[config.mk]
export PLATFORM = sky130hd
export DESIGN_NAME = dfe_tap_monitor_flat
export DESIGN_NICKNAME = d
export VERILOG_FILES = /design/src/rtl/dfe_mon_pkg.sv /design/src/rtl/dfe_tap_monitor_if.sv /design/src/rtl/dfe_mon_cap_buf.sv /design/src/rtl/dfe_tap_monitor.sv /design/src/flat_wrapper.sv
export SDC_FILE = /design/constraint.sdc
export NUM_CORES = 1
export LEC_CHECK = 0
export CORE_MARGIN = 5
export CORE_UTILIZATION = 61
export CTS_BUF_LIST = sky130_fd_sc_hd__clkbuf_8
export DETAILED_ROUTE_END_ITERATION = 10
export PLACE_DENSITY_LB_ADDON = 0.12
export RECOVER_POWER = 100
export SLEW_MARGIN = 25
export SYNTH_ARGS = -nofsm -noshare
export SYNTH_HDL_FRONTEND = slang
export SYNTH_SLANG_ARGS = --single-unit
export TNS_END_PERCENT = 100
[constraint.sdc]
create_clock -name clk -period 8.4 [get_ports clk]
set_input_delay 1.68 -clock clk [delete_from_list [all_inputs] [get_ports clk]]
set_output_delay 1.68 -clock clk [all_outputs]
set_load 0.005 [all_outputs]
[src/rtl/dfe_mon_pkg.sv]
// Shared types and helpers for the DFE tap monitor: capture FSM encoding and
// a saturating increment used by the event counters.
package dfe_mon_pkg;

  localparam int CAP_ST_W = 2;

  typedef enum logic [CAP_ST_W-1:0] {
    IDLE  = 2'd0,
    ARMED = 2'd1,
    FILL  = 2'd2,
    DONE  = 2'd3
  } cap_state_e;

  // Increments cnt unless it already holds the all-ones value of a width-bit counter.
  function automatic logic [31:0] sat_inc(input logic [31:0] cnt, input int width);
    logic [32:0] lim;
    lim = (33'd1 << width) - 33'd1;
    return ({1'b0, cnt} >= lim) ? cnt : cnt + 32'd1;
  endfunction

endpackage

[src/rtl/dfe_tap_monitor_if.sv]
// Bundle of the DFE stage taps: packed samples plus per-tap valid/overflow/underflow.
interface dfe_tap_monitor_if #(
  parameter int DATA_WIDTH = 16,
  parameter int N_STAGES   = 6
);
  logic [N_STAGES*DATA_WIDTH-1:0] stage_data;
  logic [N_STAGES-1:0]            stage_valid;
  logic [N_STAGES-1:0]            stage_ovf;
  logic [N_STAGES-1:0]            stage_unf;

  modport master (output stage_data, stage_valid, stage_ovf, stage_unf);
  modport slave  (input  stage_data, stage_valid, stage_ovf, stage_unf);
endinterface

[src/rtl/dfe_mon_cap_buf.sv]
// Capture buffer: simple dual-port RAM with one write port and a registered read port.
module dfe_mon_cap_buf #(
  parameter  int DATA_WIDTH = 16,
  parameter  int CAP_DEPTH  = 32,
  localparam int AW         = $clog2(CAP_DEPTH)
) (
  input  logic                  clk,
  input  logic                  rst,
  input  logic                  wr_en,
  input  logic [AW-1:0]         wr_addr,
  input  logic [DATA_WIDTH-1:0] wr_data,
  input  logic [AW-1:0]         rd_addr,
  output logic [DATA_WIDTH-1:0] rd_data
);
  logic [DATA_WIDTH-1:0] mem [CAP_DEPTH];
  logic [DATA_WIDTH-1:0] rd_data_d, rd_data_q;

  // Reading before the edge update gives old data on a same-address collision.
  always_comb rd_data_d = mem[rd_addr];

  // NOTE: the storage array has no reset so it maps onto RAM; only the read register is cleared.
  always_ff @(posedge clk) begin
    if (wr_en) mem[wr_addr] <= wr_data;
  end

  always_ff @(posedge clk) begin
    if (rst) rd_data_q <= '0;
    else     rd_data_q <= rd_data_d;
  end

  assign rd_data = rd_data_q;
endmodule

[src/rtl/dfe_tap_monitor.sv]
// DFE tap monitor: lane select with registered outputs, sticky flags, saturating
// counters and a triggered burst capture into dfe_mon_cap_buf.
module dfe_tap_monitor
  import dfe_mon_pkg::*;
#(
  parameter  int DATA_WIDTH = 16,
  parameter  int N_STAGES   = 6,
  parameter  int CNT_WIDTH  = 16,
  parameter  int CAP_DEPTH  = 32,
  localparam int SEL_WIDTH  = $clog2(N_STAGES + 1),
  localparam int AW         = $clog2(CAP_DEPTH)
) (
  input  logic                  clk,
  input  logic                  rst,
  dfe_tap_monitor_if.slave      stage_if,
  input  logic [SEL_WIDTH-1:0]  out_sel,
  input  logic                  clr_sticky,
  input  logic                  cap_arm,
  input  logic                  cap_trig_mode,
  input  logic [AW-1:0]         cap_rd_addr,
  output logic [DATA_WIDTH-1:0] mon_out,
  output logic                  mon_valid,
  output logic                  mon_ovf,
  output logic                  mon_unf,
  output logic [N_STAGES-1:0]   sticky_ovf,
  output logic [N_STAGES-1:0]   sticky_unf,
  output logic [CNT_WIDTH-1:0]  valid_cnt,
  output logic [CNT_WIDTH-1:0]  event_cnt,
  output logic [CAP_ST_W-1:0]   cap_state,
  output logic [DATA_WIDTH-1:0] cap_rd_data
);
  logic [SEL_WIDTH-1:0]  eff_sel, sel_d, sel_q;
  logic                  sel_change;
  logic [DATA_WIDTH-1:0] lane_data;
  logic                  lane_valid, lane_ovf, lane_unf, trig;
  logic [DATA_WIDTH-1:0] mon_out_d, mon_out_q;
  logic                  mon_valid_d, mon_valid_q, mon_ovf_d, mon_ovf_q, mon_unf_d, mon_unf_q;
  logic [N_STAGES-1:0]   sticky_ovf_d, sticky_ovf_q, sticky_unf_d, sticky_unf_q;
  logic [CNT_WIDTH-1:0]  valid_cnt_d, valid_cnt_q, event_cnt_d, event_cnt_q;
  cap_state_e            state_d, state_q;
  logic [AW-1:0]         wr_ptr_d, wr_ptr_q, wr_addr;
  logic                  wr_en;

  // NOTE: every always_comb target gets a default first, so no latch can be inferred.
  always_comb begin
    eff_sel    = (out_sel > SEL_WIDTH'(N_STAGES)) ? '0 : out_sel;
    sel_change = (eff_sel != sel_q);
    lane_data  = '0;
    lane_valid = 1'b0;
    lane_ovf   = 1'b0;
    lane_unf   = 1'b0;
    for (int k = 0; k < N_STAGES; k++) begin
      if (eff_sel == SEL_WIDTH'(k + 1)) begin
        lane_data  = stage_if.stage_data[k*DATA_WIDTH +: DATA_WIDTH];
        lane_valid = stage_if.stage_valid[k];
        lane_ovf   = stage_if.stage_ovf[k];
        lane_unf   = stage_if.stage_unf[k];
      end
    end
  end

  always_comb begin
    sel_d        = eff_sel;
    mon_out_d    = lane_data;
    mon_valid_d  = lane_valid & ~sel_change;
    mon_ovf_d    = lane_ovf;
    mon_unf_d    = lane_unf;
    // A simultaneous event beats the clear.
    sticky_ovf_d = (sticky_ovf_q & {N_STAGES{~clr_sticky}}) | stage_if.stage_ovf;
    sticky_unf_d = (sticky_unf_q & {N_STAGES{~clr_sticky}}) | stage_if.stage_unf;
    valid_cnt_d  = valid_cnt_q;
    event_cnt_d  = event_cnt_q;
    if (sel_change) begin
      valid_cnt_d = '0;
      event_cnt_d = '0;
    end else begin
      if (lane_valid)            valid_cnt_d = CNT_WIDTH'(sat_inc(32'(valid_cnt_q), CNT_WIDTH));
      if (lane_ovf || lane_unf)  event_cnt_d = CNT_WIDTH'(sat_inc(32'(event_cnt_q), CNT_WIDTH));
    end
  end

  always_comb begin
    state_d  = state_q;
    wr_ptr_d = wr_ptr_q;
    wr_en    = 1'b0;
    wr_addr  = wr_ptr_q;
    trig     = lane_valid & (cap_trig_mode ? (lane_ovf | lane_unf) : 1'b1);
    unique case (state_q)
      IDLE: begin
        if (cap_arm && eff_sel != '0) begin
          state_d  = ARMED;
          wr_ptr_d = '0;
        end
      end
      ARMED: begin
        if (sel_change) begin
          state_d = IDLE;
        end else if (cap_arm) begin
          wr_ptr_d = '0;
        end else if (trig) begin
          wr_en    = 1'b1;
          wr_addr  = '0;
          wr_ptr_d = AW'(1);
          state_d  = FILL;
        end
      end
      FILL: begin
        if (sel_change) begin
          state_d = IDLE;
        end else if (cap_arm) begin
          state_d  = ARMED;
          wr_ptr_d = '0;
        end else if (lane_valid) begin
          wr_en = 1'b1;
          if (wr_ptr_q == AW'(CAP_DEPTH - 1)) state_d = DONE;
          else                                wr_ptr_d = wr_ptr_q + AW'(1);
        end
      end
      DONE: begin
        if (cap_arm) begin
          state_d  = ARMED;
          wr_ptr_d = '0;
        end
      end
      default: state_d = IDLE;
    endcase
  end

  // NOTE: registers update only with non-blocking assignments; all next values come from always_comb.
  always_ff @(posedge clk) begin
    if (rst) begin
      sel_q        <= '0;
      mon_out_q    <= '0;
      mon_valid_q  <= 1'b0;
      mon_ovf_q    <= 1'b0;
      mon_unf_q    <= 1'b0;
      sticky_ovf_q <= '0;
      sticky_unf_q <= '0;
      valid_cnt_q  <= '0;
      event_cnt_q  <= '0;
      state_q      <= IDLE;
      wr_ptr_q     <= '0;
    end else begin
      sel_q        <= sel_d;
      mon_out_q    <= mon_out_d;
      mon_valid_q  <= mon_valid_d;
      mon_ovf_q    <= mon_ovf_d;
      mon_unf_q    <= mon_unf_d;
      sticky_ovf_q <= sticky_ovf_d;
      sticky_unf_q <= sticky_unf_d;
      valid_cnt_q  <= valid_cnt_d;
      event_cnt_q  <= event_cnt_d;
      state_q      <= state_d;
      wr_ptr_q     <= wr_ptr_d;
    end
  end

  dfe_mon_cap_buf #(.DATA_WIDTH(DATA_WIDTH), .CAP_DEPTH(CAP_DEPTH)) u_cap_buf (
    .clk     (clk),
    .rst     (rst),
    .wr_en   (wr_en),
    .wr_addr (wr_addr),
    .wr_data (lane_data),
    .rd_addr (cap_rd_addr),
    .rd_data (cap_rd_data)
  );

  assign mon_out    = mon_out_q;
  assign mon_valid  = mon_valid_q;
  assign mon_ovf    = mon_ovf_q;
  assign mon_unf    = mon_unf_q;
  assign sticky_ovf = sticky_ovf_q;
  assign sticky_unf = sticky_unf_q;
  assign valid_cnt  = valid_cnt_q;
  assign event_cnt  = event_cnt_q;
  assign cap_state  = state_q;
endmodule

[src/flat_wrapper.sv]
// flat-port wrapper written by rule: the top's interface ports become plain ports
module dfe_tap_monitor_flat import dfe_mon_pkg::*;
#(
  parameter  int DATA_WIDTH = 16,
  parameter  int N_STAGES   = 6,
  parameter  int CNT_WIDTH  = 16,
  parameter  int CAP_DEPTH  = 32,
  localparam int SEL_WIDTH  = $clog2(N_STAGES + 1),
  localparam int AW         = $clog2(CAP_DEPTH)
)
  (clk, rst, out_sel, clr_sticky, cap_arm, cap_trig_mode, cap_rd_addr, mon_out, mon_valid, mon_ovf, mon_unf, sticky_ovf, sticky_unf, valid_cnt, event_cnt, cap_state, cap_rd_data, stage_if_stage_data, stage_if_stage_valid, stage_if_stage_ovf, stage_if_stage_unf);
  dfe_tap_monitor_if #(.DATA_WIDTH(DATA_WIDTH), .N_STAGES(N_STAGES)) stage_if_i ();
  input  logic clk;
  input  logic rst;
  input  logic [SEL_WIDTH-1:0] out_sel;
  input  logic clr_sticky;
  input  logic cap_arm;
  input  logic cap_trig_mode;
  input  logic [AW-1:0] cap_rd_addr;
  output logic [DATA_WIDTH-1:0] mon_out;
  output logic mon_valid;
  output logic mon_ovf;
  output logic mon_unf;
  output logic [N_STAGES-1:0] sticky_ovf;
  output logic [N_STAGES-1:0] sticky_unf;
  output logic [CNT_WIDTH-1:0] valid_cnt;
  output logic [CNT_WIDTH-1:0] event_cnt;
  output logic [CAP_ST_W-1:0] cap_state;
  output logic [DATA_WIDTH-1:0] cap_rd_data;
  input wire logic [$bits(stage_if_i.stage_data)-1:0] stage_if_stage_data;
  input wire logic [$bits(stage_if_i.stage_valid)-1:0] stage_if_stage_valid;
  input wire logic [$bits(stage_if_i.stage_ovf)-1:0] stage_if_stage_ovf;
  input wire logic [$bits(stage_if_i.stage_unf)-1:0] stage_if_stage_unf;
  assign stage_if_i.stage_data = stage_if_stage_data;
  assign stage_if_i.stage_valid = stage_if_stage_valid;
  assign stage_if_i.stage_ovf = stage_if_stage_ovf;
  assign stage_if_i.stage_unf = stage_if_stage_unf;
  dfe_tap_monitor #(.DATA_WIDTH(DATA_WIDTH), .N_STAGES(N_STAGES), .CNT_WIDTH(CNT_WIDTH), .CAP_DEPTH(CAP_DEPTH)) u_core (.clk(clk), .rst(rst), .stage_if(stage_if_i), .out_sel(out_sel), .clr_sticky(clr_sticky), .cap_arm(cap_arm), .cap_trig_mode(cap_trig_mode), .cap_rd_addr(cap_rd_addr), .mon_out(mon_out), .mon_valid(mon_valid), .mon_ovf(mon_ovf), .mon_unf(mon_unf), .sticky_ovf(sticky_ovf), .sticky_unf(sticky_unf), .valid_cnt(valid_cnt), .event_cnt(event_cnt), .cap_state(cap_state), .cap_rd_data(cap_rd_data));
endmodule
==> After elaboration in Yosys (flattened, before gate mapping) <==
Memories as Yosys holds them, arrays and structs flattened. A register that Yosys moved wholly into a read port is not among the register bits.
Index checks and enable logic that the tools add are counted.
W data, S select, Z words.
{ "classes": {"mux": 59, "n_lt_le_gt_ge": 3, "n_reduce_logical": 9, "n_eq_ne": 22, "n_addsub": 3, "n_shift": 0, "div": 0, "bitwise_logic": 11, "multipliers": 0} }
{ "ops": {"columns": ["cell", "n"], "rows": [
  ["$mux W16", 6],
  ["$mux W5", 13],
  ["$add A16 B1 Y16 const B", 2],
  ["$ge A16 B16 Y1 const B", 2],
  ["$mux W1", 27],
  ["$pmux W5 S4", 1],
  ["$mux W2", 9],
  ["$and A6 B6 Y6", 2],
  ["$or A6 B6 Y6", 2],
  ["$eq A3 B3 Y1 const B", 3],
  ["$ne A3 B2 Y1 const B", 3],
  ["$ne A4 B2 Y1 const B", 2],
  ["$pmux W2 S4", 1],
  ["$reduce_and A7 Y1", 1],
  ["$eq A3 B2 Y1 const B", 2],
  ["$ne A2 B2 Y1 const B", 3],
  ["$reduce_and A6 Y1", 1],
  ["$add A5 B1 Y5 const B", 1],
  ["$eq A5 B5 Y1 const B", 1],
  ["$eq A2 B2 Y1 const B", 2],
  ["$not A1 Y1", 4],
  ["$reduce_and A2 Y1", 2],
  ["$eq A3 B1 Y1 const B", 1],
  ["$gt A3 B3 Y1 const B", 1],
  ["14 further kinds", 15]
]} }
{ "totals": {"mem_bits_ro": 0, "regBits": 73, "out_inout_bits": 81, "mem_count": 1, "input_bits": 127, "latch_bits": 0, "ramBits": 512, "word_cells": 119} }
{ "memory_table": {"columns": ["name", "words", "width", "read_ports", "rd_clocked_by_memory_dff", "write_ports", "line_no", "rtl"], "rows": [
  ["u_core.u_cap_buf.mem", 32, 16, 1, 1, 1, "dfe_mon_cap_buf.sv:15", "logic [DATA_WIDTH-1:0] mem [CAP_DEPTH];"]
]} }

==> Depth between registers and ports, before layout <==
Gate-level depths: netlist of the first run.
{ "depth": {"word_depth": 18, "ltp_mapped": 10, "mapped_depth_nobuf": 8} }

==> Modules after synthesis <==
A second synthesis of the first run with hierarchy kept.
{ "unflattened": {"cells_unflattened": 1383, "hier_area_um2": 24215.7} }
{ "by_module_without_submodules": {"columns": ["mod", "area_per_inst_um2", "n_inst", "cells_per_inst", "seq_area_each_um2"], "rows": [
  ["dfe_mon_cap_buf", 20099.3, 1, 892, 15695.1],
  ["dfe_tap_monitor", 4116.4, 1, 491, 1461.4]
]} }

==> Worst setup path after synthesis of the first run <==
OpenSTA, ideal clock, no wires.
{ "synth_path": {"kind": "input -> register", "start": "in out_sel[0]", "end": "mem u_core.u_cap_buf.mem[21][0], enable pin", "required_time_ns": 7.964, "slack_ns": 3.014, "stages": 9, "setup_ns": 0.436, "arrival_ns": 4.950, "path_buffers": 3, "path_cell_list": "buf_2 -> buf_4 -> nand3b_1 -> a21oi_1 -> o22ai_1 -> buf_2 -> nor3_1 -> nand2_1 -> nor4b_1"} }
{ "synth_via": {"elab_chain_cells": 18} }
{ "synth_rtl": {"columns": ["element", "line_no", "rtl"], "rows": [
  ["from (decl)", "flat_wrapper.sv:15", "input logic [SEL_WIDTH-1:0] out_sel;"],
  ["$gt A3 B3 Y1", "dfe_tap_monitor.sv:46", "eff_sel = (out_sel > SEL_WIDTH'(N_STAGES)) ? '0 : out_sel;"],
  ["$mux W3 (*)", "dfe_tap_monitor.sv:46", null],
  ["$eq A3 B1 Y1", "dfe_tap_monitor.sv:53", "if (eff_sel == SEL_WIDTH'(k + 1)) begin"],
  ["$mux W1 (6 in series)", "dfe_tap_monitor.sv:53", null],
  ["$or A1 B1 Y1", "dfe_tap_monitor.sv:87", "trig = lane_valid & (cap_trig_mode ? (lane_ovf | lane_unf) : 1'b1);"],
  ["$mux W1", "dfe_tap_monitor.sv:87", null],
  ["$and A1 B1 Y1", "dfe_tap_monitor.sv:87", null],
  ["$mux W1", "dfe_tap_monitor.sv:100", "end else if (trig) begin"],
  ["$mux W1", "dfe_tap_monitor.sv:98", "end else if (cap_arm) begin"],
  ["$mux W1", "dfe_tap_monitor.sv:96", "if (sel_change) begin"],
  ["$pmux W1 S2", "dfe_tap_monitor.sv:88", "unique case (state_q)"],
  ["$mux W1", "dfe_mon_cap_buf.sv:23", "if (wr_en) mem[wr_addr] <= wr_data;"],
  ["$mux W1 (not written as such)", "dfe_mon_cap_buf.sv:23", null],
  ["to (decl)", "dfe_mon_cap_buf.sv:15", null]
]} }
Every way passes the cells marked *; elsewhere a longest branch is shown, timed or not.

==> Final worst setup path of the first run <==
{ "layout_path": {"start": "in out_sel[1]", "end": "mem u_core.u_cap_buf.mem[0][2], data pin"} }
{ "layout_via": {"elab_chain_cells": 9} }
{ "layout_rtl": {"columns": ["element", "line_no", "rtl"], "rows": [
  ["$gt A3 B3 Y1", "dfe_tap_monitor.sv:46", null],
  ["$mux W3 (*)", "dfe_tap_monitor.sv:46", null],
  ["$eq A3 B1 Y1", "dfe_tap_monitor.sv:53", null],
  ["$mux W16 (5 in series)", "dfe_tap_monitor.sv:53", null],
  ["$mux W16 (*)", "dfe_tap_monitor.sv:53", null],
  ["net u_core.lane_data[2]", "dfe_tap_monitor.sv:34", "logic [DATA_WIDTH-1:0] lane_data;"]
]} }
Mark *: on every way through the listed nets, which the timed path passes. The rest lies on a longest branch.

==> summary.md, run 1 <==
| Metric | Value |
|---|---|
| Critical path class | `primary input to register` |
| First-pass iteration count of the detailed router | `6` |
| Number of buffers inserted during clock tree synthesis | `94` |
| Fin Clk Skew | `0.0225 ns` |
| Crit path largest cell delay | `~1.8 ns` |
| Kind of start point of the critical path | `primary input` |
| RSZ-0062 raised after global routing | `false` |
| Count of final hold-check violations | `0` |
| Overall Global Routing Usage | `28.0%` |
| Synthesis warning total | `0` |
| Vias post-DR | `between 10,000 and 15,000` |
| Count of routing violations after the opening detailed-route iteration | `1,530` |
| Post-detailed-route DRC marker count | `0` |
| Effective utilization at floorplan | `roughly 62%` |
| Worst-path fanout max | `46` |
| Maximum clock frequency | `144 MHz` |
| Number of enable flip-flop cells after synthesis | `512` |
| Post-layout nets | `~1,700` |
| Required time reported for the critical path endpoint | `8.63 ns` |
| Syn nets | `about 1,500` |
| Clock tree from TritonCTS | `yes` |
| Cell-by-cell trace of the critical path | `clkbuf_1 -> clkbuf_1 -> nand2b_1 -> o21ai_0 -> a21oi_1 -> a21oi_1 -> clkbuf_1` |
| Critical path's slowest cell | `sky130_fd_sc_hd__clkbuf_1` |
| Highest ir drop seen on vdd | `~0.17 mV` |
| # port buffers | `slightly above 200` |
| Clock insertion delay at the later pin of the skew report | `~0.65 ns` |
| Max-cap check violation count | `7` |
| Core Area | `38,900 um^2` |
| Leading register cell type out of synthesis | `sky130_fd_sc_hd__edfxtp_1` |
| Total instance count after detailed placement | `2,018` |
| Area grow syn2layout | `19.0%` |
| Run status | `complete, but fails checks` |
| Routed length per placed instance | `about 28 um` |
| Post-detailed-route count of antenna-violating nets | `0` |
| Htree depth | `3` |
| Most frequent cell on the critical path | `sky130_fd_sc_hd__clkbuf_1` |
| Number of rows in the core area | `72` |
| Average vias per placed instance | `around 6.4` |
| Worst-case clock buffer depth | `3` |
| Post-CTS Hold Fix Bufs | `0` |
| Worst Path Arrival | `7.16 ns` |
| Layout cells sized above 1 | `between 20% and 30%` |
| Slew at the pin with the worst max-slew slack | `just under 3 ns` |
| Post-synthesis sequential element count | `601` |
| Total of cells resized after clock tree synthesis | `0` |
| Total chip power | `slightly above 6 mW` |
| Initial antenna violation count | `2` |
| Buffer type at the clock tree root | `sky130_fd_sc_hd__clkbuf_8` |
| Post-Syn Area per Cell | `18.1 um^2` |
| Worst hold path type | `register to register` |
| Final weighted congestion in routability-driven placement | `around 0.94` |
| DP Wirelength | `roughly 40,000 um` |
| Total wirelength of the detailed-routed design | `around 62,000 um` |
| Number of cells produced by synthesis | `1,333` |
| Number of global-route vias before repair | `14,000` |
| Top cells by area in the synthesized netlist | `sky130_fd_sc_hd__edfxtp_1, sky130_fd_sc_hd__mux4_2, sky130_fd_sc_hd__dfxtp_1, sky130_fd_sc_hd__a21oi_1, sky130_fd_sc_hd__nor2_1` |
| Worst hold margin | `0.493 ns` |
| Leakage Power | `about 9.4 nW` |
| Sum of negative setup slack | `0 ns` |
| Buffers inserted during post-CTS setup optimization | `0` |
| Count of buffer and inverter cells on the critical path | `3` |
| Post-Syn Area | `approximately 24,000 um^2` |
| Pin count of the biggest net entering global routing | `between 60 and 70` |
| Async set-reset flop share out of synthesis | `0%` |
| CTS sink cnt | `between 600 and 700` |
| Leading area contributor after synthesis | `sky130_fd_sc_hd__edfxtp_1` |
| Die height | `roughly 210 um` |
| Wire length of the first global-routing pass | `~90,000 um` |
| Violations in the final reports | `max-capacitance violations, max-slew violations` |
| Tightest slew margin relative to the limit | `-98.8%` |
| Top-area cell type share of the netlist area | `63.8%` |
| Final number of max-transition violations | `around 170` |
| Time the final worst path needs with I/O delays and setup | `slightly below 7 ns` |
| Netlist cell types | `61` |
| DIE AREA | `43,600 um^2` |
| Final period util | `between 80% and 90%` |
| Number of top-level pins | `between 200 and 250` |
| Die outline width | `~210 um` |
| Finish-stage setup viols | `0` |
| Global route total overflow | `0` |
| Final std cells w/o fill | `about 2,200` |
| Crit. End Element | `register` |
| Crit-path leading delay family | `buffers and inverters` |
| Pwr per Cell Area | `around 220 nW/um^2` |
| Clock-pin transition on the worst setup and hold timing paths | `0.06 ns` |
| Number of diodes added for antenna fixing | `0` |
| Sequential-to-total area share from yosys stat | `a little under three quarters` |
[area by class of cell]
class,instances,area (um^2)
Inverter,16,60.1
Multi-Input combinational cell,637,6680
Clock buffer,106,1460
Clock inverter,70,390
Tap cell,518,648
Sequential cell,601,17200
Timing Repair Buffer,252,2290
Fill cell,2366,10200
[stage by stage]
step	setup slack, ns	cell area, um^2	util, %
after floorplan	3.01	24100	-
after global placement	2.03	27000	69.3
after detailed placement	2.23	27000	69.5
after CTS	2.90	28900	74.2
after global routing	1.26	28700	73.7
final	1.48	28700	73.7
[final timing paths]
path                        startpoint                           end  slack, ns  depth (start not counted)
hold / removal    u_core.sticky_ovf[2]          u_core.sticky_ovf[2]       0.49                          2
setup / recovery            out_sel[1]    u_core.u_cap_buf.mem[0][2]       1.48                          7
hold reg to reg   u_core.sticky_ovf[2]          u_core.sticky_ovf[2]       0.49                          2
setup reg to reg       u_core.sel_q[0]  u_core.u_cap_buf.mem[30][12]       4.77                          7
[layer usage]
metal	GRT usage [%]	vias to the layer above	wire length (um)
li1	-	5998	-
met1	36.8	7042	22400
met2	45.2	863	30300
met3	7.68	136	6330
met4	11.0	4	2630
met5	0	-	23
[report_power, final]
part           internal [mW]  leakage [nW]  switching, mW
Sequential              3.31          5.26        0.00923
Combinational          0.216          3.04          0.316
Clock                   1.26          1.08           1.11
Total                   4.78          9.39           1.44
[worst min-delay path, stage by stage, from the launching register on]
cell                      delay (ns)
sky130_fd_sc_hd__dfxtp_1        0.32
sky130_fd_sc_hd__a21oi_1        0.07
sky130_fd_sc_hd__nor2_1         0.07
[state kept, by name, indices dropped and copies added (netlist names)]
| name | cells |
|---|---|
| u_core.cap_state | 2 |
| u_core.event_cnt | 16 |
| u_core.mon_out | 16 |
| u_core.mon_ovf | 1 |
| u_core.mon_unf | 1 |
| u_core.mon_valid | 1 |
| u_core.sel_q | 3 |
| u_core.sticky_ovf | 6 |
| u_core.sticky_unf | 6 |
| u_core.u_cap_buf.mem | 512 |
| u_core.u_cap_buf.rd_data | 16 |
| u_core.valid_cnt | 16 |
| u_core.wr_ptr_q | 5 |
[cell usage after synthesis (all sizes together), types with 3 or more instances]
master and instances:
edfxtp 512, mux4 160, dfxtp 89, nor2 84, a21oi 82, clkbuf 48
buf 31, o21ai 31, nand2 25, nor2b 23, mux2i 22, nand3 19
mux2 17, o22ai 17, a22o 16, inv 15, xnor2 13, o31ai 11
nand4 10, nor3 9, nor4 9, ha 8, or4 8, nand2b 7
or3 6, and3 5, nand3b 4, nand4b 4, and4 3, or2 3
xor2 3
[cells in the final DEF, fill, tap and decap left out, drive strengths merged, types with 10 or more instances in the layout]
cell type      instances
clkdlybuf4s50        117
nand2                 25
mux4                 160
mux2i                 22
nor2b                 23
o22ai                 17
buf                   23
nand4                 10
nor2                  84
edfxtp               512
xnor2                 13
o31ai                 11
clkbuf               136
mux2                  17
dlygate4sd3           82
nand3                 19
a22o                  16
inv                   56
dfxtp                 89
clkinv                24
o21ai                 31
a21oi                 82
[kinds of logic after synthesis]
family                   count (synthesis)  synth area share (%)
AND/OR/NAND/NOR                        230                  4.92
XOR/XNOR                                16                 0.581
AO/OA/AOI/OAI                          184                  4.69
flip-flops                             601                  71.2
multiplexers                           199                  16.7
buffers and inverters                   95                  1.57
adder cells (fa/ha/maj)                  8                 0.415
No activity file was read; power rests on OpenSTA's default activity.
==> run 2: changes to the inputs <==
- CORE_UTILIZATION: 61 -> 54
- clock period: 8.4 -> 5.6 ns (I/O delays scaled with it)
==> run 2 against run 1 <==
The flow still finishes with violations (max-capacitance violations, max-slew violations); core utilization shrank 8.3 points; combinational power rose by 50%; worst setup slack got worse by 0.38 ns; register-to-register slack got worse by 2.4 ns; non-clock buffer count rose by 30; clock skew is 0.012 ns higher; first-iteration DRC count decreased by 9.3%; cell area increased by 0.90%; flip-flop and latch count unchanged; power rose by 49%; worst hold slack lost 0.0028 ns; sequential power grew 50%; highest routed layer is now met4.
==> summary.md, run 2 (same netlist as run 1, synthesis figures left out) <==
| Metric | Value |
|---|---|
| # port buffers | `207 (unchanged)` |
| Sum of negative setup slack | `0 ns (unchanged)` |
| Instance count on the critical path | `9 (+2)` |
| Maximum clock frequency | `around 220 MHz` |
| CTS sink cnt | `601 (unchanged)` |
| Post-detailed-route DRC marker count | `0 (unchanged)` |
| Slew at the pin with the worst max-slew slack | `2.84 ns (-0.146 ns)` |
| Number of rows in the core area | `77 (+6.9%)` |
| Finish-stage setup viols | `0 (unchanged)` |
| Clock tree from TritonCTS | `yes` |
| Violations in the final reports | `max-capacitance violations, max-slew violations` |
| Leakage Power | `9.50 nW (+1.2%)` |
| Hold path endpoint | `u_core.sticky_ovf[1]` |
| Critical path class | `primary input to register` |
| Wire length of the first global-routing pass | `89,200 um (-0.91%)` |
| Crit-path leading delay family | `buffers and inverters` |
| Number of flip-flops in the largest register | `512 (unchanged)` |
| Number of filler instances in the final layout | `3,100 (+31%)` |
| Start of the worst register-to-register path | `u_core.sel_q[0]` |
| Highest ir drop seen on vdd | `0.208 mV (+20%)` |
| Count of buffer and inverter cells on the critical path | `3 (unchanged)` |
| Critical path's slowest cell | `sky130_fd_sc_hd__clkbuf_1` |
| Average vias per placed instance | `5.99 (-6.2%)` |
| Vias post-DR | `13,800 (-1.8%)` |
| DIE AREA | `49,000 um^2 (+12%)` |
| Post-layout nets | `1,766 (+1.7%)` |
| Endpoint of the worst register-to-register path | `u_core.u_cap_buf.mem[19][1]` |
| Most frequent cell on the critical path | `sky130_fd_sc_hd__clkbuf_1` |
| Top layer reached by signal wires | `met4` |
| Met3 WL post-DR | `6290 um (-0.63%)` |
| RSZ-0062 raised after global routing | `false` |
| Number of global-route vias before repair | `14,200 (+1.5%)` |
| Tightest slew margin relative to the limit | `-89.0% (+9.8 points)` |
| Die outline width | `221 um (+6.0%)` |
| Htree depth | `3 (unchanged)` |
| Most frequent cells in the layout | `sky130_fd_sc_hd__edfxtp_1, sky130_fd_sc_hd__mux4_2, sky130_fd_sc_hd__clkdlybuf4s50_1` |
| Final number of max-transition violations | `94 (-45%)` |
| Routed length per placed instance | `25.9 um (-7.8%)` |
| Number of buffers inserted during clock tree synthesis | `93 (-1.1%)` |
| Overall Global Routing Usage | `24.3% (-3.7 points)` |
| Run status | `complete, but fails checks` |
| Time the final worst path needs with I/O delays and setup | `4.50 ns` |
| Cell count of the worst hold path | `2 (unchanged)` |
| Pwr per Cell Area | `320 nW/um^2 (+47%)` |
| Worst hold path type | `register to register` |
| Clock insertion delay at the later pin of the skew report | `0.66 ns (about the same)` |
| Global route total overflow | `0 (unchanged)` |
| Post-detailed-route count of antenna-violating nets | `0 (unchanged)` |
| First-pass iteration count of the detailed router | `5 (-1)` |
| Largest register by flop count | `u_core.u_cap_buf.mem` |
| DP Wirelength | `38,900 um (-3.0%)` |
| Launch point of the worst hold path | `u_core.sticky_ovf[1]` |
| Fin Clk Skew | `0.0345 ns (+0.0121 ns)` |
| Count of routing violations after the opening detailed-route iteration | `1,387 (-9.3%)` |
| FF-to-FF setup slack | `2.35 ns (-2.42 ns)` |
| Met1 WL | `24,600 um (+9.5%)` |
| Total wirelength of the detailed-routed design | `59,600 um (-3.5%)` |
| Post-CTS Hold Fix Bufs | `0 (unchanged)` |
| Worst Path Arrival | `4.76 ns (-2.40 ns)` |
| Buffer type at the clock tree root | `sky130_fd_sc_hd__clkbuf_8` |
| Initial antenna violation count | `1 (-1)` |
| Final setup slack of the worst path | `1.10 ns (-0.377 ns)` |
| Die height | `221 um (+6.0%)` |
| Cell-by-cell trace of the critical path | `buf_2 -> clkbuf_1 -> nor2b_1 -> a221o_1 -> nand2_1 -> a311o_1 -> nand3_1 -> nor2_2 -> clkbuf_1` |
| Clock-pin transition on the worst setup and hold timing paths | `0.06 ns (about the same)` |
| Effective utilization at floorplan | `54.5% (-7.4 points)` |
| Final weighted congestion in routability-driven placement | `0.875 (-6.7%)` |
| Total of cells resized after clock tree synthesis | `0 (unchanged)` |
| Buffers inserted during post-CTS setup optimization | `0 (unchanged)` |
| Layout cells sized above 1 | `22.3% (+1.7 points)` |
| Count of final hold-check violations | `0 (unchanged)` |
| Pin count of the biggest net entering global routing | `60 (-10%)` |
| Final period util | `80.4%` |
| Kind of start point of the critical path | `primary input` |
| Core Area | `44,200 um^2 (+14%)` |
| Crit. End Element | `register` |
| Worst-case clock buffer depth | `3 (unchanged)` |
| Worst-path fanout max | `33 (-28%)` |
| Final core utilization | `65.5% (-8.3 points)` |
| Area grow syn2layout | `20.1%` |
| Routed met2 length | `27,700 um (-8.8%)` |
| Worst hold margin | `0.490 ns (-0.00276 ns)` |
| Max-cap check violation count | `2 (-5)` |
| Crit path largest cell delay | `0.91 ns (-0.89 ns)` |
| Required time reported for the critical path endpoint | `5.86 ns (-2.77 ns)` |
| Number of top-level pins | `208 (unchanged)` |
| Worst reg2reg path depth | `8 (+1)` |
| Commonest non-fill, non-tap cell in the layout | `sky130_fd_sc_hd__edfxtp_1` |
| Setup slack after placement | `1.34 ns (-0.889 ns)` |
==> run 2: changes by cell type in the layout (fill, tap and decap cells not counted), sizes merged <==
cell	delta
buf	+31
inv	-3
clkbuf	-2
diode	+2
clkdlybuf4s50	+1
clkinvlp	-1
dlygate4sd3	-1
==> run 2: final cells by class <==
type / instances / area (um^2) / area share (%)
timing repair buffer: 282 / 2530 / 8.73
inverter: 16 / 60.1 / 0.207
sequential: 601 / 17200 / 59.3
antenna: 2 / 5.00 / 0.0173
tap: 592 / 741 / 2.56
clock inverter: 66 / 354 / 1.22
multi-input combinational: 637 / 6660 / 23.0
clock buffer: 105 / 1450 / 4.99
==> run 2: routing by layer <==
metal	vias up	global-route usage [%]
met4	0	6.38
met2	739	37.2
li1	6034	-
met3	75	6.82
met5	-	0
met1	6936	35.0
==> run 2: through the flow <==
stage	instance area (um^2)	instances	power (mW)
floorplan	24100	1333	5.48
global placement	27300	2128	5.87
detailed placement	27300	2128	5.88
CTS	29100	2299	9.35
global route	28900	2300	9.61
finish	29000	2301	9.25
==> run 2: tightest hold or removal path: stages, from the launching register on <==
cell and delay, ns:
sky130_fd_sc_hd__dfxtp_1 0.33, sky130_fd_sc_hd__a21oi_1 0.06, sky130_fd_sc_hd__nor2_1 0.07
==> run 2: how the worst max path moves through the flow <==
stage	from	end	slack [ns]
finish	out_sel[0]	u_core.u_cap_buf.mem[19][1]	1.10
global route	out_sel[0]	u_core.u_cap_buf.mem[19][1]	0.92
CTS	out_sel[0]	u_core.u_cap_buf.mem[13][0]	2.04
detailed placement	out_sel[0]	u_core.u_cap_buf.mem[13][2]	1.34
global placement	out_sel[0]	u_core.u_cap_buf.mem[22][5]	1.42
floorplan	out_sel[0]	u_core.u_cap_buf.mem[21][0]	0.77
==> run 2: power breakdown <==
group          leakage, nW  switching (mW)  total, mW  internal (mW)
combinational         3.19           0.463      0.797          0.334
sequential            5.26          0.0135       4.97           4.96
clock                 1.06            1.63       3.48           1.85
==> variant 1, RTL diff (config.mk and constraints of run 2) <==
Reset style: asynchronous (`rst`), changed in 2 clocked blocks.
--- a/src/rtl/dfe_mon_cap_buf.sv
+++ b/src/rtl/dfe_mon_cap_buf.sv
@@ -23,7 +23,7 @@
     if (wr_en) mem[wr_addr] <= wr_data;
   end
 
-  always_ff @(posedge clk) begin
+  always_ff @(posedge clk or posedge rst) begin
     if (rst) rd_data_q <= '0;
     else     rd_data_q <= rd_data_d;
   end
--- a/src/rtl/dfe_tap_monitor.sv
+++ b/src/rtl/dfe_tap_monitor.sv
@@ -127,7 +127,7 @@
   end
 
   // NOTE: registers update only with non-blocking assignments; all next values come from always_comb.
-  always_ff @(posedge clk) begin
+  always_ff @(posedge clk or posedge rst) begin
     if (rst) begin
       sel_q        <= '0;
       mon_out_q    <= '0;
Behaviour: differs if rst is asserted again (counterexample within 4 cycles, from zero or initial values and one cycle with rst high); with rst held inactive, the same outputs for 4 cycles.
==> variant 1 against run 2 <==
The flow still finishes with violations (max-capacitance violations, max-slew violations); highest routed layer unchanged; sequential cell count unchanged; hold slack worse by 0.0098 ns; largest cell class unchanged; worst setup slack worse by 0.42 ns; sequential share of layout area up 1.2 points; global-route usage down 0.84 points; power up 2.6%; synthesized area up 0.81%; final area up 0.61%; routed wire length down 3.0%; clock power up 5%.
==> variant 1: results (changes against run 2) <==
Outcome
  – Outcome: finished, violations left
  – Failing checks: max-capacitance violations, max-slew violations

Global route
  – Vias in the first global route: 13.7k (-3.9%)
  – Met3 usage: 5.69% (-1.1 points)
  – GRT Overall Usage: 23.4% (-0.84 points)
  – First-pass GRT wire length: 86300 um (-3.1%)
  – GR Util met1: 33.2% (-1.8 points)
  – Largest net degree at the start of global routing: 53 (-12%)
  – Grt met2 use: 37.1% (-0.14 points)

Placed design
  – DP Cell Count: 2034 (-4.4%)
  – DP Worst Slack: 0.511 ns (-0.830 ns)
  – Detailed placement HPWL: 36300 um (-6.8%)
  – GP Congestion: 0.816 (-6.7%)

STA
  – Least-Margin Pin Slew: 2.38 ns (-0.460 ns)
  – Final Max Slew Viols: 674 (+620%)
  – Fin crit share: 87.9% (+7.6 points)
  – Fin Hold WS: 0.481 ns (-0.00983 ns)
  – Clk_skew: 0.0365 ns (+0.00202 ns)

Final layout
  – Final non-filler cell total: 2203 (-4.3%)
  – Share of layout cells above drive strength 1: 24.3% (+2.0 points)
  – Nets: 1673 (-5.3%)
  – # diodes: 0 (-2)
  – # fillers: 2994 (-3.4%)

Yosys
  – Synthesized Nets: 1386 (-5.6%)
  – Post-synth ARST share: 14.8% (+15 points)
  – Sequential share of the synthesized area: 72.4% (+1.3 points)
  – Commonest cells post-synth: edfxtp_1, mux4_2, dfrtp_1, nor2_1, clkbuf_1
  – Synth area leaders: edfxtp_1, mux4_2, dfrtp_1, mux2_2, nor2_1
  – Unique masters post-synth: 56 (-8.2%)
  – Post-Syn Area per Cell: 19.4 um2 (+7.4%)

Power and ir drop
  – Switch Pwr: 2.16 mW (+2.5%)
  – Peak VDD IR: 0.199 mV (-4.1%)
  – Clock power share: 38.5% (+0.9 points)
  – Leakage: 9.80 nW (+3.2%)

Hold path
  – Hold EP: u_core.sticky_ovf[0]$_DFF_PP0_
  – Hold Path Cell Cnt: 1 (-1)
  – Beginning of the worst hold path: u_core.sticky_ovf[0]$_DFF_PP0_

Routing
  – M1 WL: 23900 um (-2.8%)
  – WL met2: 28100 um (+1.5%)
  – Vias per std cell: 5.94 (-0.82%)
  – Max Used Layer: met4
  – Initial drt markers: 1123 (-19%)
  – Metal3 WL: 4640 um (-26%)

Setup path
  – Critical Path Slowest Stage Cell: dlygate4sd3_1
  – R2R Path End: u_core.u_cap_buf.mem[27][14]$_DFFE_PP_
  – Flop2flop setup slack: 2.38 ns (+0.03 ns)
  – Register-to-Register Path Depth: 7 (-1)
  – Reg-to-Reg Start: u_core.sel_q[1]$_DFF_PP0_
  – Worst setup path end: u_core.u_cap_buf.mem[16][10]$_DFFE_PP_
  – CP max FO: 17 (-48%)
  – Arrival time worst endpoint: 5.21 ns (+0.45 ns)

Flow run
  – Max_cap viols: 20 (+18)

Clocking
  – Clk_lat worst skew: 0.66 ns (about the same)
  – Num CTS Buffers: 94 (+1.1%)
  – H-tree depth: 3 (unchanged)
variant 1: cell families after synthesis:
logic type,after synthesis,share of synthesized area [%]
mux,222,17.7
buf+inv,88,1.46
compound gates,111,3.04
simple gates,198,4.16
flops,601,72.4
xor+xnor,23,0.829
fa+ha+maj,8,0.412
variant 1: area by class of cell:
cell class	instances	area [um2]	share of cell area, %
Sequential cell	601	17600	60.4
Multi-Input combinational cell	562	6450	22.2
Timing Repair Buffer	263	2400	8.24
Clock buffer	105	1450	4.96
Tap cell	592	741	2.54
Clock inverter	64	428	1.47
Inverter	16	61.3	0.210
variant 1: metrics by stage:
step                total power [mW]  utilization, %  cell area [um2]
finish                          9.49            65.6            29100
global route                    9.87            65.6            29100
CTS                             9.60            66.0            29300
detailed placement              5.96            61.7            27400
global placement                5.94            61.7            27400
floorplan                       5.54               -            24300
==> variant 2, RTL diff (settings of run 2) <==
Made on the original files. `CNT_WIDTH` is set to 16 in 2 places; all go to 12.
--- a/src/rtl/dfe_tap_monitor.sv
+++ b/src/rtl/dfe_tap_monitor.sv
@@ -5,7 +5,7 @@
 #(
   parameter  int DATA_WIDTH = 16,
   parameter  int N_STAGES   = 6,
-  parameter  int CNT_WIDTH  = 16,
+  parameter  int CNT_WIDTH  = 12,
   parameter  int CAP_DEPTH  = 32,
   localparam int SEL_WIDTH  = $clog2(N_STAGES + 1),
   localparam int AW         = $clog2(CAP_DEPTH)
--- a/src/flat_wrapper.sv
+++ b/src/flat_wrapper.sv
@@ -3,7 +3,7 @@
 #(
   parameter  int DATA_WIDTH = 16,
   parameter  int N_STAGES   = 6,
-  parameter  int CNT_WIDTH  = 16,
+  parameter  int CNT_WIDTH  = 12,
   parameter  int CAP_DEPTH  = 32,
   localparam int SEL_WIDTH  = $clog2(N_STAGES + 1),
   localparam int AW         = $clog2(CAP_DEPTH)
Ports: changed (resized event_cnt and valid_cnt); port bits go from 208 to 200. No check against the original RTL was run, so the function may have changed too.
==> variant 2 against run 2 <==
The flow still finishes with violations (max-capacitance violations, max-slew violations); final area is 2.1% lower; synthesized area is 1.4% lower; fmax is 5.5% lower; sequential cell count is 8 lower; critical path depth is 3 lower; die area is 1.3% lower; routed wire length is 6.3% lower; worst setup slack worse by 0.26 ns; critical path type unchanged; power is 2.4% lower; largest cell class unchanged.
==> variant 2: results (changes against run 2) <==
Power and ir drop
  – Flop pwr share: 54.4% (+0.7 points)
  – Switch Pwr: 2.06 mW (-2.3%)
  – Comb power frac: 8.3% (-0.3 points)
  – Peak VDD IR: 0.203 mV (-2.4%)
  – Seq group: 4.91 mW (-1%)

Global route
  – GRT Overall Usage: 23.4% (-0.85 points)
  – First-pass GRT wire length: 83500 um (-6.4%)
  – Met3 usage: 5.50% (-1.3 points)
  – Antenna violations before repair: 3 (+2)

Final layout
  – Final non-filler cell total: 2194 (-4.7%)
  – # diodes: 0 (-2)

Placed design
  – GP Congestion: 0.836 (-4.5%)
  – Area after DPL: 26700 um2 (-2.0%)
  – DP Cell Count: 2023 (-4.9%)
  – DP Worst Slack: 0.867 ns (-0.475 ns)
  – Detailed placement HPWL: 35200 um (-9.6%)
  – Port-buffer cells: 199 (-3.9%)

Setup path
  – Flop2flop setup slack: 2.39 ns (+0.04 ns)
  – Arrival time worst endpoint: 4.93 ns (+0.17 ns)
  – R2R Path End: u_core.u_cap_buf.mem[18][2]$_DFFE_PP_
  – Register-to-Register Path Depth: 9 (+1)
  – Reg-to-Reg Start: u_core.cap_state[0]$_SDFFE_PP0P_

STA
  – Fin crit period: 4.76 ns (+0.264 ns)
  – Least-Margin Pin Slew: 2.22 ns (-0.612 ns)
  – Final Max Slew Viols: 428 (+360%)
  – Clk_skew: 0.0443 ns (+0.00974 ns)

Flow run
  – Max_cap viols: 12 (+10)

Routing
  – Total number of vias: 13.1k (-5.1%)
  – Wire length per cell: 25.4 um (-1.7%)
  – Initial drt markers: 1280 (-7.7%)

Outcome
  – Outcome: finished, violations left
  – Failing checks: max-capacitance violations, max-slew violations

Hold path
  – Hold EP: u_core.sticky_ovf[3]$_SDFF_PP0_

Yosys
  – Synth Instances: 1257 (-5.7%)
  – Synth area leaders: edfxtp_1, mux4_2, dfxtp_1, nor2_1, mux2_2
  – Commonest cells post-synth: edfxtp_1, mux4_2, nor2_1, dfxtp_1, nand2_1
  – Unique masters post-synth: 71 (+16%)
  – Synthesized Nets: 1392 (-5.2%)
variant 2: cell families after synthesis:
logic type,Yosys count,synth area share (%)
XOR/XNOR,19,0.700
buffers and inverters,85,1.55
adder cells (fa/ha/maj),8,0.421
flip-flops,593,71.5
multiplexers,219,17.8
AO/OA/AOI/OAI,104,3.26
AND/OR/NAND/NOR,229,4.77
variant 2: layer usage:
metal  wire length, um  vias to the layer above
met5                 0                        -
met4               930                        0
met3              5230                       73
met2             25900                      622
met1             23700                     6701
li1                  -                     5685
variant 2: final cells by class:
type                            instances  area, um2
Clock buffer                          104       1430
Clock inverter                         67        322
Fill cell                            2991      14900
Inverter                               10       37.5
Multi-Input combinational cell        579       6520
Sequential cell                       593      17000
Tap cell                              585        732
Timing Repair Buffer                  256       2300
variant 2: worst min-delay path: stages (launching register included):
cell and delay, ns:
dfxtp_1 0.32, a21oi_1 0.07, nor2_1 0.07
